==> src/rtl/dds_sweep_ctrl_if.sv <==
// rtl/dds_sweep_ctrl_if.sv - host and DDS control bundle for the sweep scheduler
interface dds_sweep_ctrl_if #(
    parameter int M   = 32,
    parameter int N_W = 16,
    parameter int D_W = 24
);
    logic           ic_start;
    logic           ic_abort;
    logic [M-1:0]   id_f0;
    logic [M-1:0]   id_df;
    logic [N_W-1:0] id_nsteps;
    logic [D_W-1:0] id_dwell;
    logic           ic_zc_sync;
    logic           ic_zero_crossing;
    logic [M-1:0]   od_p_ac;
    logic           oc_rst_ac;
    logic           oc_en_ac;
    logic           oc_val_data;
    logic           oc_busy;
    logic           oc_done;
    logic [N_W-1:0] od_step_idx;

    modport master (
        output ic_start, ic_abort, id_f0, id_df, id_nsteps, id_dwell,
               ic_zc_sync, ic_zero_crossing,
        input  od_p_ac, oc_rst_ac, oc_en_ac, oc_val_data, oc_busy, oc_done,
               od_step_idx
    );

    modport slave (
        input  ic_start, ic_abort, id_f0, id_df, id_nsteps, id_dwell,
               ic_zc_sync, ic_zero_crossing,
        output od_p_ac, oc_rst_ac, oc_en_ac, oc_val_data, oc_busy, oc_done,
               od_step_idx
    );
endinterface

==> src/rtl/dds_sweep_ctrl.sv <==
// rtl/dds_sweep_ctrl.sv - stepped-frequency sweep scheduler driving the DDS control ports
module dds_sweep_ctrl #(
    parameter int M   = 32,
    parameter int N_W = 16,
    parameter int D_W = 24
) (
    input  logic             clk,
    input  logic             ic_rst,
    dds_sweep_ctrl_if.slave  bus
);
    typedef enum logic [2:0] {
        S_IDLE   = 3'd0,
        S_CLR    = 3'd1,
        S_DWELL  = 3'd2,
        S_ZCWAIT = 3'd3,
        S_FIN    = 3'd4
    } state_t;

    state_t         r_state;
    state_t         w_next;

    logic [M-1:0]   r_p_ac;
    logic [M-1:0]   r_df;
    logic [N_W-1:0] r_idx;
    logic [N_W-1:0] r_nsteps;
    logic [D_W-1:0] r_dwell_eff;
    logic [D_W-1:0] r_cnt;
    logic           r_zc_sync;

    logic [D_W-1:0] w_dwell_eff;
    logic [D_W-1:0] w_reload;
    logic [D_W-1:0] w_cnt_nxt;
    logic           w_load;
    logic           w_step;
    logic           w_abort;
    logic           w_cnt_zero;
    logic           w_last;

    logic           w_rst_ac;
    logic           w_en;
    logic           w_busy;
    logic           w_done;

    logic [M-1:0]   r_o_p_ac;
    logic [N_W-1:0] r_o_idx;
    logic           r_o_rst_ac;
    logic           r_o_en;
    logic           r_o_busy;
    logic           r_o_done;

    assign w_dwell_eff = (bus.id_dwell == '0) ? D_W'(1) : bus.id_dwell;
    assign w_reload    = r_dwell_eff - D_W'(1);
    assign w_abort     = bus.ic_abort && (r_state != S_IDLE);
    assign w_load      = (r_state == S_IDLE) && bus.ic_start && !bus.ic_abort;
    assign w_cnt_zero  = (r_cnt == '0);
    assign w_last      = (r_idx == r_nsteps);

    always_ff @(posedge clk or posedge ic_rst) begin
        if (ic_rst) begin
            r_state <= S_IDLE;
        end else begin
            r_state <= w_next;
        end
    end

    always_comb begin
        w_next    = r_state;
        w_step    = 1'b0;
        w_cnt_nxt = r_cnt;
        case (r_state)
            S_IDLE: begin
                if (w_load) begin
                    w_next = S_CLR;
                end
            end
            S_CLR: begin
                w_next    = S_DWELL;
                w_cnt_nxt = w_reload;
            end
            S_DWELL: begin
                if (w_cnt_zero) begin
                    w_cnt_nxt = w_reload;
                    if (w_last) begin
                        w_next = S_FIN;
                    end else if (r_zc_sync) begin
                        w_next = S_ZCWAIT;
                    end else begin
                        w_step = 1'b1;
                    end
                end else begin
                    w_cnt_nxt = r_cnt - D_W'(1);
                end
            end
            S_ZCWAIT: begin
                // the counter doubles as a timeout so a lagging or missing crossing cannot stall the sweep
                if (bus.ic_zero_crossing || w_cnt_zero) begin
                    w_step    = 1'b1;
                    w_next    = S_DWELL;
                    w_cnt_nxt = w_reload;
                end else begin
                    w_cnt_nxt = r_cnt - D_W'(1);
                end
            end
            S_FIN: begin
                w_next = S_IDLE;
            end
            default: begin
                w_next = S_IDLE;
            end
        endcase
        if (w_abort) begin
            w_next    = S_IDLE;
            w_step    = 1'b0;
            w_cnt_nxt = r_cnt;
        end
    end

    always_comb begin
        w_rst_ac = (r_state == S_CLR);
        w_en     = (r_state == S_DWELL) || (r_state == S_ZCWAIT);
        w_busy   = (r_state != S_IDLE);
        w_done   = (r_state == S_FIN) && !bus.ic_abort;
    end

    always_ff @(posedge clk or posedge ic_rst) begin
        if (ic_rst) begin
            r_p_ac      <= '0;
            r_df        <= '0;
            r_idx       <= '0;
            r_nsteps    <= '0;
            r_dwell_eff <= '0;
            r_cnt       <= '0;
            r_zc_sync   <= 1'b0;
        end else begin
            r_cnt <= w_cnt_nxt;
            if (w_load) begin
                r_p_ac      <= bus.id_f0;
                r_idx       <= '0;
                r_df        <= bus.id_df;
                r_nsteps    <= bus.id_nsteps;
                r_dwell_eff <= w_dwell_eff;
                r_zc_sync   <= bus.ic_zc_sync;
            end else if (w_step) begin
                r_p_ac <= r_p_ac + r_df;
                r_idx  <= r_idx + N_W'(1);
            end
        end
    end

    // tone word and index ride the same output stage as en so they stay aligned
    always_ff @(posedge clk or posedge ic_rst) begin
        if (ic_rst) begin
            r_o_p_ac   <= '0;
            r_o_idx    <= '0;
            r_o_rst_ac <= 1'b0;
            r_o_en     <= 1'b0;
            r_o_busy   <= 1'b0;
            r_o_done   <= 1'b0;
        end else begin
            r_o_p_ac   <= r_p_ac;
            r_o_idx    <= r_idx;
            r_o_rst_ac <= w_rst_ac;
            r_o_en     <= w_en;
            r_o_busy   <= w_busy;
            r_o_done   <= w_done;
        end
    end

    assign bus.od_p_ac     = r_o_p_ac;
    assign bus.od_step_idx = r_o_idx;
    assign bus.oc_rst_ac   = r_o_rst_ac;
    assign bus.oc_en_ac    = r_o_en;
    assign bus.oc_val_data = r_o_en;
    assign bus.oc_busy     = r_o_busy;
    assign bus.oc_done     = r_o_done;
endmodule

==> src/flat_wrapper.sv <==
// flat-port wrapper written by rule: the top's interface ports become plain ports
module dds_sweep_ctrl_flat 
#(
    parameter int M   = 32,
    parameter int N_W = 16,
    parameter int D_W = 24
)
  (clk, ic_rst, bus_ic_start, bus_ic_abort, bus_id_f0, bus_id_df, bus_id_nsteps, bus_id_dwell, bus_ic_zc_sync, bus_ic_zero_crossing, bus_od_p_ac, bus_oc_rst_ac, bus_oc_en_ac, bus_oc_val_data, bus_oc_busy, bus_oc_done, bus_od_step_idx);
  dds_sweep_ctrl_if #(.M(M), .N_W(N_W), .D_W(D_W)) bus_i ();
  input  logic clk;
  input  logic ic_rst;
  input wire logic [$bits(bus_i.ic_start)-1:0] bus_ic_start;
  input wire logic [$bits(bus_i.ic_abort)-1:0] bus_ic_abort;
  input wire logic [$bits(bus_i.id_f0)-1:0] bus_id_f0;
  input wire logic [$bits(bus_i.id_df)-1:0] bus_id_df;
  input wire logic [$bits(bus_i.id_nsteps)-1:0] bus_id_nsteps;
  input wire logic [$bits(bus_i.id_dwell)-1:0] bus_id_dwell;
  input wire logic [$bits(bus_i.ic_zc_sync)-1:0] bus_ic_zc_sync;
  input wire logic [$bits(bus_i.ic_zero_crossing)-1:0] bus_ic_zero_crossing;
  output wire logic [$bits(bus_i.od_p_ac)-1:0] bus_od_p_ac;
  output wire logic [$bits(bus_i.oc_rst_ac)-1:0] bus_oc_rst_ac;
  output wire logic [$bits(bus_i.oc_en_ac)-1:0] bus_oc_en_ac;
  output wire logic [$bits(bus_i.oc_val_data)-1:0] bus_oc_val_data;
  output wire logic [$bits(bus_i.oc_busy)-1:0] bus_oc_busy;
  output wire logic [$bits(bus_i.oc_done)-1:0] bus_oc_done;
  output wire logic [$bits(bus_i.od_step_idx)-1:0] bus_od_step_idx;
  assign bus_i.ic_start = bus_ic_start;
  assign bus_i.ic_abort = bus_ic_abort;
  assign bus_i.id_f0 = bus_id_f0;
  assign bus_i.id_df = bus_id_df;
  assign bus_i.id_nsteps = bus_id_nsteps;
  assign bus_i.id_dwell = bus_id_dwell;
  assign bus_i.ic_zc_sync = bus_ic_zc_sync;
  assign bus_i.ic_zero_crossing = bus_ic_zero_crossing;
  assign bus_od_p_ac = bus_i.od_p_ac;
  assign bus_oc_rst_ac = bus_i.oc_rst_ac;
  assign bus_oc_en_ac = bus_i.oc_en_ac;
  assign bus_oc_val_data = bus_i.oc_val_data;
  assign bus_oc_busy = bus_i.oc_busy;
  assign bus_oc_done = bus_i.oc_done;
  assign bus_od_step_idx = bus_i.od_step_idx;
  dds_sweep_ctrl #(.M(M), .N_W(N_W), .D_W(D_W)) u_core (.clk(clk), .ic_rst(ic_rst), .bus(bus_i));
endmodule
==> config.mk <==
export PLATFORM = sky130hd
export DESIGN_NAME = dds_sweep_ctrl_flat
export DESIGN_NICKNAME = d
export VERILOG_FILES = /design/src/rtl/dds_sweep_ctrl_if.sv /design/src/rtl/dds_sweep_ctrl.sv /design/src/flat_wrapper.sv
export SDC_FILE = /design/constraint.sdc
export NUM_CORES = 1
export LEC_CHECK = 0
export ABC_AREA = 1
export CAP_MARGIN = 20
export CORE_MARGIN = 10
export CORE_UTILIZATION = 51
export DETAILED_ROUTE_END_ITERATION = 8
export PLACE_DENSITY = 0.87
export SLEW_MARGIN = 0
export SYNTH_ARGS = -nofsm -noshare
export SYNTH_HDL_FRONTEND = slang
export SYNTH_SLANG_ARGS = --single-unit
==> constraint.sdc <==
create_clock -name clk -period 6.7 [get_ports clk]
set_input_delay 1.675 -clock clk [delete_from_list [all_inputs] [get_ports clk]]
set_output_delay 1.675 -clock clk [all_outputs]
set_load 0.005 [all_outputs]
Word level (Yosys, flattened, before mapping)
Cells that the tools add are included.
Widths: inputs -> output; s select.
{"block": "op_classes", "n_addsub": 4, "mul": 0, "div": 0, "magnitude_cmp": 0, "n_eq_ne": 9, "shifts": 0, "muxes": 21, "n_bitwise": 1, "n_reduce_logical": 15}
{"operator": "$mux 24", "count": 3}
{"operator": "$pmux 24 s3", "count": 1}
{"operator": "$mux 32", "count": 2}
{"operator": "$logic_not 24->1", "count": 2}
{"operator": "$sub 24x1->24 const B", "count": 2}
{"operator": "$add 32x32->32", "count": 1}
{"operator": "$mux 16", "count": 2}
{"operator": "$mux 3", "count": 6}
{"operator": "$add 16x1->16 const B", "count": 1}
{"operator": "$eq 16x16->1", "count": 1}
{"operator": "$pmux 3 s4", "count": 1}
{"operator": "$ne 3x1->1 const B", "count": 3}
{"operator": "$eq 3x2->1 const B", "count": 2}
{"operator": "$reduce_bool 3->1", "count": 2}
{"operator": "$mux 1", "count": 5}
{"operator": "$logic_and 1x1->1", "count": 4}
{"operator": "$ne 4x1->1 const B", "count": 1}
{"operator": "$reduce_and 4->1", "count": 1}
{"operator": "$eq 3x1->1 const B", "count": 1}
{"operator": "$eq 3x3->1 const B", "count": 1}
{"operator": "$logic_not 3->1", "count": 1}
{"operator": "$logic_or 1x1->1", "count": 2}
{"operator": "$pmux 1 s2", "count": 1}
{"operator": "$reduce_and 2->1", "count": 1}
{"operator": "other kinds (3)", "count": 3}
{"block": "word_totals", "register_bits": 200, "latch_bits": 0, "ram_bits": 0, "rom_bits": 0, "in_bits": 110, "elab_cells": 64, "mem_count": 0}

Longest topological paths before layout
{"block": "depth", "depth_word": 7, "ltp_mapped": 14, "mapped_depth_nobuf": 14}

Worst setup path before layout
OpenSTA, ideal clock, no wires.
{"block": "synth_timing", "path_type": "input -> register", "from": "input port bus_ic_abort", "to": "register u_core.r_cnt[9]", "setup_ps": 119, "arrival_time_ps": 2621, "path_slack_ps": 3960, "cell_stages": 9, "n_path_buf": 1, "path_cell_list": "inv_1 nor2_1 nor2_1 nand2_1 inv_2 buf_2 o21ai_1 o22ai_1 inv_1"}
{"block": "synth_via", "elab_chain_len": 3}
{"element": "from (decl)", "line_no": "flat_wrapper.sv:13", "text": "input wire logic [$bits(bus_i.ic_abort)-1:0] bus_ic_abort;"}
{"element": "$logic_and 1x1->1", "line_no": "dds_sweep_ctrl.sv:53", "text": "assign w_abort = bus.ic_abort && (r_state != S_IDLE);"}
{"element": "$not 1->1 (no line)"}
{"element": "$reduce_and 2->1 (no line)"}
{"element": "to (signal assigned)", "line_no": "dds_sweep_ctrl.sv:135", "text": "r_cnt <= w_cnt_nxt;"}
{"element": "to (decl)", "line_no": "dds_sweep_ctrl.sv:27", "text": "logic [D_W-1:0] r_cnt;"}
Every way passes these cells.
A chain may end at the register's enable or synchronous reset.

Worst setup path in the final report
{"block": "layout_timing", "from": "input port bus_ic_abort", "to": "register u_core.r_idx[9]"}
{"block": "layout_via", "elab_chain_len": 3}
{"element": "$logic_and 1x1->1 or $logic_not 1->1 (tied branches)", "line_no": "dds_sweep_ctrl.sv:53, dds_sweep_ctrl.sv:54"}
{"element": "$mux 1 or $logic_and 1x1->1 (tied branches)", "line_no": "dds_sweep_ctrl.sv:111, dds_sweep_ctrl.sv:54"}
{"element": "$reduce_bool 2->1 (no line) or $mux 16 (tied branches)"}
{"element": "to (signal assigned)", "line_no": "dds_sweep_ctrl.sv:145", "text": "r_idx <= r_idx + N_W'(1);"}
{"element": "to (decl)", "line_no": "dds_sweep_ctrl.sv:24", "text": "logic [N_W-1:0] r_idx;"}
Several ways; a longest one is shown, not always the timed one.

==> qor.csv <==
stage,metric,value,unit
logic_synthesis,YS warnings,0,
clock_tree,post_cts resized,0,
critical_path,crit end category,register,
critical_path,Critical Path RT,7.04,ns
logic_synthesis,Netlist cell types,40,
route,Wirelength per Cell,15.9,µm
route,Remaining DRCs,0,
clock_tree,H-tree depth,4,
logic_synthesis,combinational family with the most area after synthesis,simple AND/OR/NAND/NOR gates,
timing,Setup Viol. Count Final,0,
global_route,largest net degree at the start of global routing,114,
place,PortBufs,162,
timing,Worst Skew,0.0144,ns
min_path,HP Class,reg2reg,
timing,fin crit share,64.9,%
floorplan,Initial Util,52.1,%
finish,fin cells,2155,
logic_synthesis,synthesized area per cell,7.03,µm²
critical_path,crit-path max FO,108,
global_route,GRT overflow,0,
timing,Slew @ Worst Pin,1.04,ns
clock_tree,CTS hold repair buffers,0,
critical_path,CP Class,in2reg,
critical_path,"Arr. time, crit path",4.69,ns
route,routed vias/inst,5.21,
floorplan,Die ar.,29800,µm²
global_route,vias in the first global route,11100,
floorplan,Die Y,173,µm
clock_tree,Sink Count,200,
route,post-route ant nets,0,
floorplan,# rows,55,
timing,TNS Setup,0,ns
timing,fmax,0.230,GHz
clock_tree,Max Root-Sink Buffers,2,
finish,fillers,1945,
clock_tree,setup bufs post-CTS,0,
run,number of max-cap violations,0,
timing,RSZ-0062 raised after global routing,no,
timing,Final Max Tran Viols,0,
clock_tree,Root Driver,clkbuf_16,
floorplan,die extent in x,173,µm
timing,Final Hold Vio Count,0,
place,DP Wirelength,25.3,mm
pwr,Power Dens Cells,453,nW/µm²
logic_synthesis,Post-Synthesis Net Count,1836,
route,vias after detailed routing,11200,
finish,share of cells above drive strength 1,4.35,%
critical_path,startpoint types,input port,
logic_synthesis,Syn Inst Count,1690,
logic_synthesis,sequential share of the synthesized area,42.1,%
pwr,maximum vdd ir drop,0.000215,V
route,drt initial violations,1044,
logic_synthesis,synthesized area,11900,µm²
clock_tree,clock-pin slew on the worst setup and hold paths,0.08,ns
floorplan,core footprint,22800,µm²
timing,hold slack,0.411,ns
logic_synthesis,mux cell area share after synthesis,0,%
logic_synthesis,Synth Area in Compound Gates,6.42,%
finish,layout overhead on the synthesized area,20.5,%
pwr,static leakage,7.34,nW
global_route,initial antenna violation count,1,
outcome,outcome,"complete, no violations",
clock_tree,TritonCTS Buffers,17,
place,RD Place Congestion,0.913,
logic_synthesis,simple-gate portion of the synthesized area,35.4,%
timing,Final min period,4.35,ns
logic_synthesis,#FFs+latches synth,200,
floorplan,num ports,163,
route,Routed WL,34.2,mm
route,Detailed Routing Iterations Pass 1,7,
place,dpl cells,2122,
clock_tree,CTS tree,built,
global_route,GRT Total Usage,22.8,%
clock_tree,later-pin clock latency in the skew report,0.44,ns
logic_synthesis,Post-Synth Adder-Cell Area,3.86,%
finish,nets@finish,1974,
global_route,first-pass GRT wire length,56.4,mm
logic_synthesis,Synth Area in XOR/XNOR,3.17,%
timing,slew margin rel.,30.4,%
-- report_power, final --
group          leakage [nW]  internal, mW  switching, mW  total [mW]
Combinational          4.53          1.28           2.00        3.28
Sequential             2.53          1.72          0.440        2.16
Clock                 0.282         0.532          0.521        1.05
Total                  7.34          3.53           2.96        6.49
-- path summary, 6_finish.rpt --
path                                        start  cells past startpoint               endpoint  slack, ns
min in group asynchronous                  ic_rst                      2     u_core.r_nsteps[8]       1.51
worst min register to register   u_core.r_p_ac[5]                      0  u_core.bus.od_p_ac[5]       0.41
worst max register to register  u_core.r_state[1]                      9        u_core.r_idx[9]       3.75
worst min-delay path             u_core.r_p_ac[5]                      0  u_core.bus.od_p_ac[5]       0.41
max in group asynchronous                  ic_rst                      3      u_core.r_p_ac[27]       3.91
worst max-delay path                 bus_ic_abort                      8        u_core.r_idx[9]       2.35
-- synthesized netlist by cell type --
| library cell | number | area [µm²] |
|---|---|---|
| a21boi_0 | 2 | 15.0 |
| a21o_1 | 3 | 22.5 |
| a21oi_1 | 32 | 160 |
| a22oi_1 | 2 | 15.0 |
| a31o_2 | 1 | 8.76 |
| a31oi_1 | 2 | 12.5 |
| and2_1 | 1 | 6.26 |
| and2_4 | 1 | 8.76 |
| buf_1 | 2 | 7.51 |
| buf_2 | 20 | 100 |
| buf_4 | 4 | 30.0 |
| buf_6 | 1 | 11.3 |
| buf_8 | 1 | 15.0 |
| clkbuf_1 | 20 | 75.1 |
| dfrtp_1 | 200 | 5000 |
| fa_1 | 1 | 20.0 |
| ha_1 | 35 | 438 |
| inv_1 | 211 | 792 |
| inv_2 | 12 | 45.0 |
| nand2_1 | 643 | 2410 |
| nand2_2 | 4 | 25.0 |
| nand2_4 | 2 | 22.5 |
| nand3_1 | 123 | 616 |
| nand3_2 | 9 | 90.1 |
| nand3b_1 | 7 | 52.6 |
| nand4_1 | 31 | 194 |
| nand4_2 | 2 | 25.0 |
| nor2_1 | 129 | 484 |
| nor2_2 | 6 | 37.5 |
| nor2_4 | 2 | 22.5 |
| nor3_1 | 29 | 145 |
| nor4_1 | 6 | 37.5 |
| o211ai_1 | 7 | 52.6 |
| o21ai_0 | 83 | 415 |
| o21ai_1 | 4 | 20.0 |
| o21bai_1 | 2 | 15.0 |
| o22ai_1 | 4 | 25.0 |
| or2_2 | 3 | 18.8 |
| xnor2_1 | 18 | 158 |
| xor2_1 | 25 | 219 |
-- flip-flops by register name (all words and copies together), names as in the netlist, 3 cells and up --
signal,flops
u_core.r_nsteps,16
u_core.r_dwell_eff,24
u_core.r_state,3
u_core.r_cnt,24
u_core.bus.od_p_ac,32
u_core.r_p_ac,32
u_core.r_idx,16
u_core.bus.od_step_idx,16
u_core.r_df,32
-- logic make-up after synthesis --
logic type               after synthesis
AND/OR/NAND/NOR                      998
buffers and inverters                271
flip-flops                           200
AO/OA/AOI/OAI                        142
XOR/XNOR                              43
adder cells (fa/ha/maj)               36
-- final cells by class --
| cell class | instances | area, µm² | share of cell area [%] |
|---|---|---|---|
| diodes | 1 | 2.50 | 0.0175 |
| clock buffers | 18 | 429 | 3.00 |
| clock inverters | 14 | 161 | 1.13 |
| inverters | 223 | 843 | 5.89 |
| multi-input cells | 1219 | 5810 | 40.6 |
| flip-flops and latches | 200 | 5000 | 35.0 |
| well taps | 313 | 392 | 2.74 |
| repair buffers | 167 | 1670 | 11.7 |
-- layer usage --
metal  vias to the layer above  part of all wire, %  routed length [µm]  track usage, %
met5                         -                    0                   0               0
met4                         0                  2.1                 721            7.03
met3                        47                  5.4                1850            3.79
met2                       376                   49               16800            39.0
met1                      5230                   43               14900            28.7
li1                       5583                    -                   -               -
-- worst max-delay path, stage by stage --
cell and delay (ns):
clkdlybuf4s50_1 0.43, inv_1 0.42, nand3_4 0.50, inv_4 0.90
buf_4 0.42, nor2_1 0.10, nand2_1 0.09, nand2_1 0.06
-- per-stage QoR --
step / power [mW] / worst slack (ns) / util [%] / area, µm²
after detailed placement: 5.40 / 1.95 / 60.2 / 13700
after CTS: 6.48 / 2.40 / 62.8 / 14300
after global placement: 5.31 / 2.07 / 60.2 / 13700
after floorplan: 4.37 / 2.44 / - / 11900
final: 6.49 / 2.35 / 62.8 / 14300
after global routing: 7.08 / 2.08 / 62.8 / 14300
-- placed cells by master (no fill, tap or decap), types with 3 or more instances in the layout --
| cell type | netlist | routed |
|---|---|---|
| nand2_1 | 643 | 643 |
| inv_2 | 12 | 11 |
| nand3_1 | 123 | 122 |
| nor2_2 | 6 | 6 |
| clkinvlp_4 | 0 | 3 |
| ha_1 | 35 | 35 |
| a21o_1 | 3 | 3 |
| buf_4 | 4 | 4 |
| nand4_1 | 31 | 31 |
| nor2_1 | 129 | 129 |
| o211ai_1 | 7 | 7 |
| nor4_1 | 6 | 6 |
| nand3b_1 | 7 | 7 |
| xor2_1 | 25 | 25 |
| nand2_2 | 4 | 4 |
| clkdlybuf4s50_1 | 0 | 162 |
| xnor2_1 | 18 | 18 |
| nor3_1 | 29 | 29 |
| o22ai_1 | 4 | 4 |
| nand3_2 | 9 | 9 |
| o21ai_1 | 4 | 4 |
| o21ai_0 | 83 | 83 |
| a21oi_1 | 32 | 32 |
| clkbuf_16 | 0 | 17 |
| inv_1 | 211 | 210 |
| inv_6 | 0 | 5 |
| or2_2 | 3 | 3 |
| dfrtp_1 | 200 | 200 |
Power figures use the tool's default switching activity.
==> RTL change 1: new RTL, same flow settings <==
`D_W` is set to 24 in 3 places; all go to 12.
--- a/src/rtl/dds_sweep_ctrl_if.sv
+++ b/src/rtl/dds_sweep_ctrl_if.sv
@@ -4,3 +4,3 @@
     parameter int N_W = 16,
-    parameter int D_W = 24
+    parameter int D_W = 12
 );
--- a/src/rtl/dds_sweep_ctrl.sv
+++ b/src/rtl/dds_sweep_ctrl.sv
@@ -4,3 +4,3 @@
     parameter int N_W = 16,
-    parameter int D_W = 24
+    parameter int D_W = 12
 ) (
--- a/src/flat_wrapper.sv
+++ b/src/flat_wrapper.sv
@@ -5,3 +5,3 @@
     parameter int N_W = 16,
-    parameter int D_W = 24
+    parameter int D_W = 12
 )
Interface: changed (resized bus_id_dwell); port bits go from 163 to 151. No check against the original RTL was run, so the function may have changed too.
==> RTL change 1 against the original RTL <==
Cell area is 13% lower; cell count is 15% lower; setup slack worse by 0.016 ns; largest cell class unchanged; critical endpoint is now u_core.r_p_ac[5]$_DFFE_PP0P_; register-to-register slack worse by 0.04 ns; critical path type unchanged; sequential cell count is 24 lower; power is 11% lower; synthesized cell count is 16% lower; wire length is 18% lower; highest routed layer unchanged; area after synthesis is 15% lower.
==> RTL change 1: results (changes against the original RTL) <==
metric,value,unit,change
grt_usage,21.7,%,-1.1 points
io_buffers,150,,-7.4%
met1Wirelength,12.0,mm,-19%
fill_cells,1696,,-13%
place_inst,1804,,-15%
synth_compound_area_share,5.27,%,-1.1 points
layout-drive-gt1-share,4.52,%,+0.17 points
ir_drop,276,µV,+28%
p_leak,6.63,nW,-9.7%
avgSynthCellArea,7.11,µm²,+1.2%
drtIter0Drc,971,,-7.0%
grt_pass1_vias,9452,,-15%
grt_use_met3,4.17,%,+0.38 points
p_total,0.00577,W,-11%
cp_max_fo,50,,-54%
cpPeakStageDelay,0.66,ns,-0.24 ns
synth_xor_area_share,3.03,%,-0.15 points
wl_met2,13.7,mm,-19%
status,completed,,
grt_pass1_wl,46.5,mm,-18%
use_met2,36.5,%,-2.5 points
r2r-end,u_core.r_p_ac[29]$_DFFE_PP0P_,,
synth_fp_nets,1558,,-15%
synth_adder_area_share,4.40,%,+0.54 points
cp-endpoint,u_core.r_p_ac[5]$_DFFE_PP0P_,,
ys_seq_area_share,43.5,%,+1.3 points
switchingPower,0.00253,W,-15%
grt_max_degree,92,,-19%
dp_slack,2.03,ns,+0.0778 ns
reg2reg_slack,3.71,ns,-0.04 ns
n_antenna_cell,0,,-1
antenna_found_initial,0,,-1
wirelength,28.2,mm,-18%
p_clk_share,18.7,%,+2.5 points
combPwrFrac,49.5,%,-1.0 points
ys_top_cells_by_area,"dfrtp_1 (43%), nand2_1 (22%), inv_1 (6.7%), nand3_1 (5.0%), ha_1 (4.2%)",,
skew,0.0130,ns,-0.00134 ns
use_met1,27.3,%,-1.4 points
ys_top_cells_by_count,"nand2_1 (589), inv_1 (182), dfrtp_1 (176), nand3_1 (101), nor2_1 (90)",,
worst_pin_slew,0.816,ns,-0.228 ns
period_share,65.2,%,+0.24 points
fin_nets,1691,,-14%
RTL change 1: cell types whose count changed in the layout (fill, tap and decap cells not counted), moves of 12 or more:
cell / change
nand2_1: -54
nor2_1: -39
clkdlybuf4s50_1: -12
nand3_1: -22
nand4_1: -12
o21ai_0: -21
dfrtp_1: -24
nor3_1: -17
inv_1: -29
RTL change 1: worst register-to-register path, stage by stage (launching register included):
cell and delay (ns):
dfrtp_1 0.51, inv_1 0.12, nand2_1 0.08, nand2_1 0.05
nor2_1 0.11, nand2_1 0.13, nor2_2 0.12, nand2_2 0.11
nand4_2 0.09, nand2_2 0.20, nand2_4 0.61, nand2_4 0.47
nand2_1 0.21, nand2_1 0.06
RTL change 1: worst min-delay path by stage:
stage,startpoint,end,slack [ns],depth (start not counted)
finish,u_core.r_p_ac[26]$_DFFE_PP0P_,u_core.bus.od_p_ac[26]$_DFF_PP0_,0.41,0
floorplan,u_core.r_idx[5]$_DFFE_PP0P_,u_core.bus.od_step_idx[5]$_DFF_PP0_,0.35,0
global route,u_core.r_p_ac[29]$_DFFE_PP0P_,u_core.bus.od_p_ac[29]$_DFF_PP0_,0.43,0
global placement,u_core.r_p_ac[26]$_DFFE_PP0P_,u_core.bus.od_p_ac[26]$_DFF_PP0_,0.39,0
CTS,u_core.r_p_ac[29]$_DFFE_PP0P_,u_core.bus.od_p_ac[29]$_DFF_PP0_,0.42,0
detailed placement,u_core.r_p_ac[13]$_DFFE_PP0P_,u_core.bus.od_p_ac[13]$_DFF_PP0_,0.40,0
RTL change 1: cell type report:
cell class	count	area, µm²	area share, %
multi-input cells	1017	4810	38.6
flip-flops and latches	176	4400	35.4
repair buffers	157	1550	12.5
inverters	189	716	5.75
clock buffers	18	439	3.53
well taps	265	332	2.66
clock inverters	14	190	1.53
==> RTL change 2: new RTL, same settings <==
Made on the original files. The 5 states of `state_t` get a Gray code encoding in 3 bits.
--- a/src/rtl/dds_sweep_ctrl.sv
+++ b/src/rtl/dds_sweep_ctrl.sv
@@ -11,7 +11,7 @@
     typedef enum logic [2:0] {
-        S_IDLE   = 3'd0,
-        S_CLR    = 3'd1,
-        S_DWELL  = 3'd2,
-        S_ZCWAIT = 3'd3,
-        S_FIN    = 3'd4
+        S_IDLE   = 3'b000,
+        S_CLR    = 3'b001,
+        S_DWELL  = 3'b011,
+        S_ZCWAIT = 3'b010,
+        S_FIN    = 3'b110
     } state_t;
Behaviour: same outputs for any inputs over 4 cycles, from zero or initial values and one cycle with ic_rst high; so few cycles prove little.
==> RTL change 2 against the original RTL <==
Setup slack gained 0.47 ns; clock skew shrank 0.0038 ns; power shrank 1.8%; area after synthesis shrank 0.42%; wire length shrank 3.4%; sequential cell count is the same; sequential share of layout area grew 0.26 points; synthesized cell count shrank 0.95%; cell area shrank 0.74%; critical endpoint is now u_core.r_p_ac[14]$_DFFE_PP0P_; largest power group unchanged.
==> RTL change 2: results (changes against the original RTL) <==
metric,value,unit,change
worstRegToRegCells,10,,+1
synth.distinct_cells,42,,+5.0%
fin_nets,1960,,-0.71%
dp_hpwl,24.2,mm,-4.6%
fill_cells,1988,,+2.2%
ys_top_cells_by_count,"nand2_1 (625), inv_1 (203), dfrtp_1 (200), nor2_1 (133), nand3_1 (125)",,
ys_top_cells_by_area,"dfrtp_1 (42%), nand2_1 (20%), inv_1 (6.4%), nand3_1 (5.3%), nor2_1 (4.2%)",,
grt_use_met3,5.02,%,+1.2 points
layout-drive-gt1-share,4.27,%,-0.076 points
dpl_cell_area,0.0136,mm²,-0.73%
ys_seq_area_share,42.3,%,+0.18 points
post_drt_via_cell_ratio,5.30,,+1.6%
use_met1,27.6,%,-1.0 points
r2r-end,u_core.r_p_ac[14]$_DFFE_PP0P_,,
use_met2,38.7,%,-0.26 points
gp_congestion,0.928,,+1.6%
cp.arrival,4.26,ns,-0.43 ns
drtIter0Drc,1069,,+2.4%
wirelength,33.1,mm,-3.4%
cp_max_fo,99,,-8.3%
grt_pass1_wl,54.3,mm,-3.8%
ir_drop,212,µV,-1.3%
dr.pass1.iters,6,,-1
grt_usage,22.6,%,-0.14 points
whs,0.421,ns,+0.00967 ns
hold_start,u_core.r_p_ac[11]$_DFFE_PP0P_,,
n_antenna_cell,0,,-1
p_leak,7.22,nW,-1.7%
status,completed,,
r2r-start,u_core.r_state[0]$_DFFE_PP0P_,,
relSlewSlack,32.0,%,+1.5 points
cpPeakStageDelay,0.81,ns,-0.09 ns
synth_fp_nets,1820,,-0.87%
grt_pass1_vias,11143,,+0.18%
min_path_type,reg -> reg,,
skew,0.0105,ns,-0.00384 ns
whs_endpoint,u_core.bus.od_p_ac[11]$_DFF_PP0_,,
RTL change 2: final cells by class:
| class | count | area (µm²) | area share (%) |
|---|---|---|---|
| multi-input combinational | 1207 | 5750 | 40.5 |
| clock buffer | 17 | 425 | 2.99 |
| sequential | 200 | 5000 | 35.2 |
| tap | 285 | 357 | 2.51 |
| timing repair buffer | 167 | 1670 | 11.8 |
| clock inverter | 15 | 161 | 1.14 |
| inverter | 221 | 836 | 5.88 |
RTL change 2: report_power, final:
part           internal (W)  switching, W  total, W
Clock              0.000530      0.000525   0.00106
Sequential          0.00171      0.000412   0.00212
Combinational       0.00126       0.00193   0.00319
Total               0.00350       0.00287   0.00637
RTL change 2: logic make-up after synthesis:
family,count (synthesis),share of synthesized area [%]
buffers and inverters,267,9.06
and+or+nand+nor,980,35.0
AOI/OAI and AO/OA,148,6.59
xor gates and xnor gates,43,3.18
DFF,200,42.3
adders and majority gates,36,3.87
RTL change 2: metrics by stage:
step	util, %	total power, W	setup WS (ns)	instances
3_5_place_dp	60.0	0.00527	2.37	2080
6_report	62.6	0.00637	2.82	2112
4_1_cts	62.6	0.00635	2.84	2112
3_3_place_gp	60.0	0.00517	2.47	2080
5_1_grt	62.6	0.00694	2.58	2112
2_1_floorplan	-	0.00430	2.44	1674
RTL change 2: metal layers:
layer  routed length, µm  vias to the layer above  part of all wire (%)
met5                   0                        -                     0
met4                 788                        0                   2.4
met3                2100                       63                   6.3
met2               16300                      397                    49
met1               13900                     5210                    42
li1                    -                     5523                     -
RTL change 2: worst register-to-register path: cells and delay by family (launching register included):
family / cells / cell delay [ns]
DFF: 1 / 0.44
and+or+nand+nor: 6 / 0.96
buffers and inverters: 3 / 1.40
AOI/OAI and AO/OA: 1 / 0.09
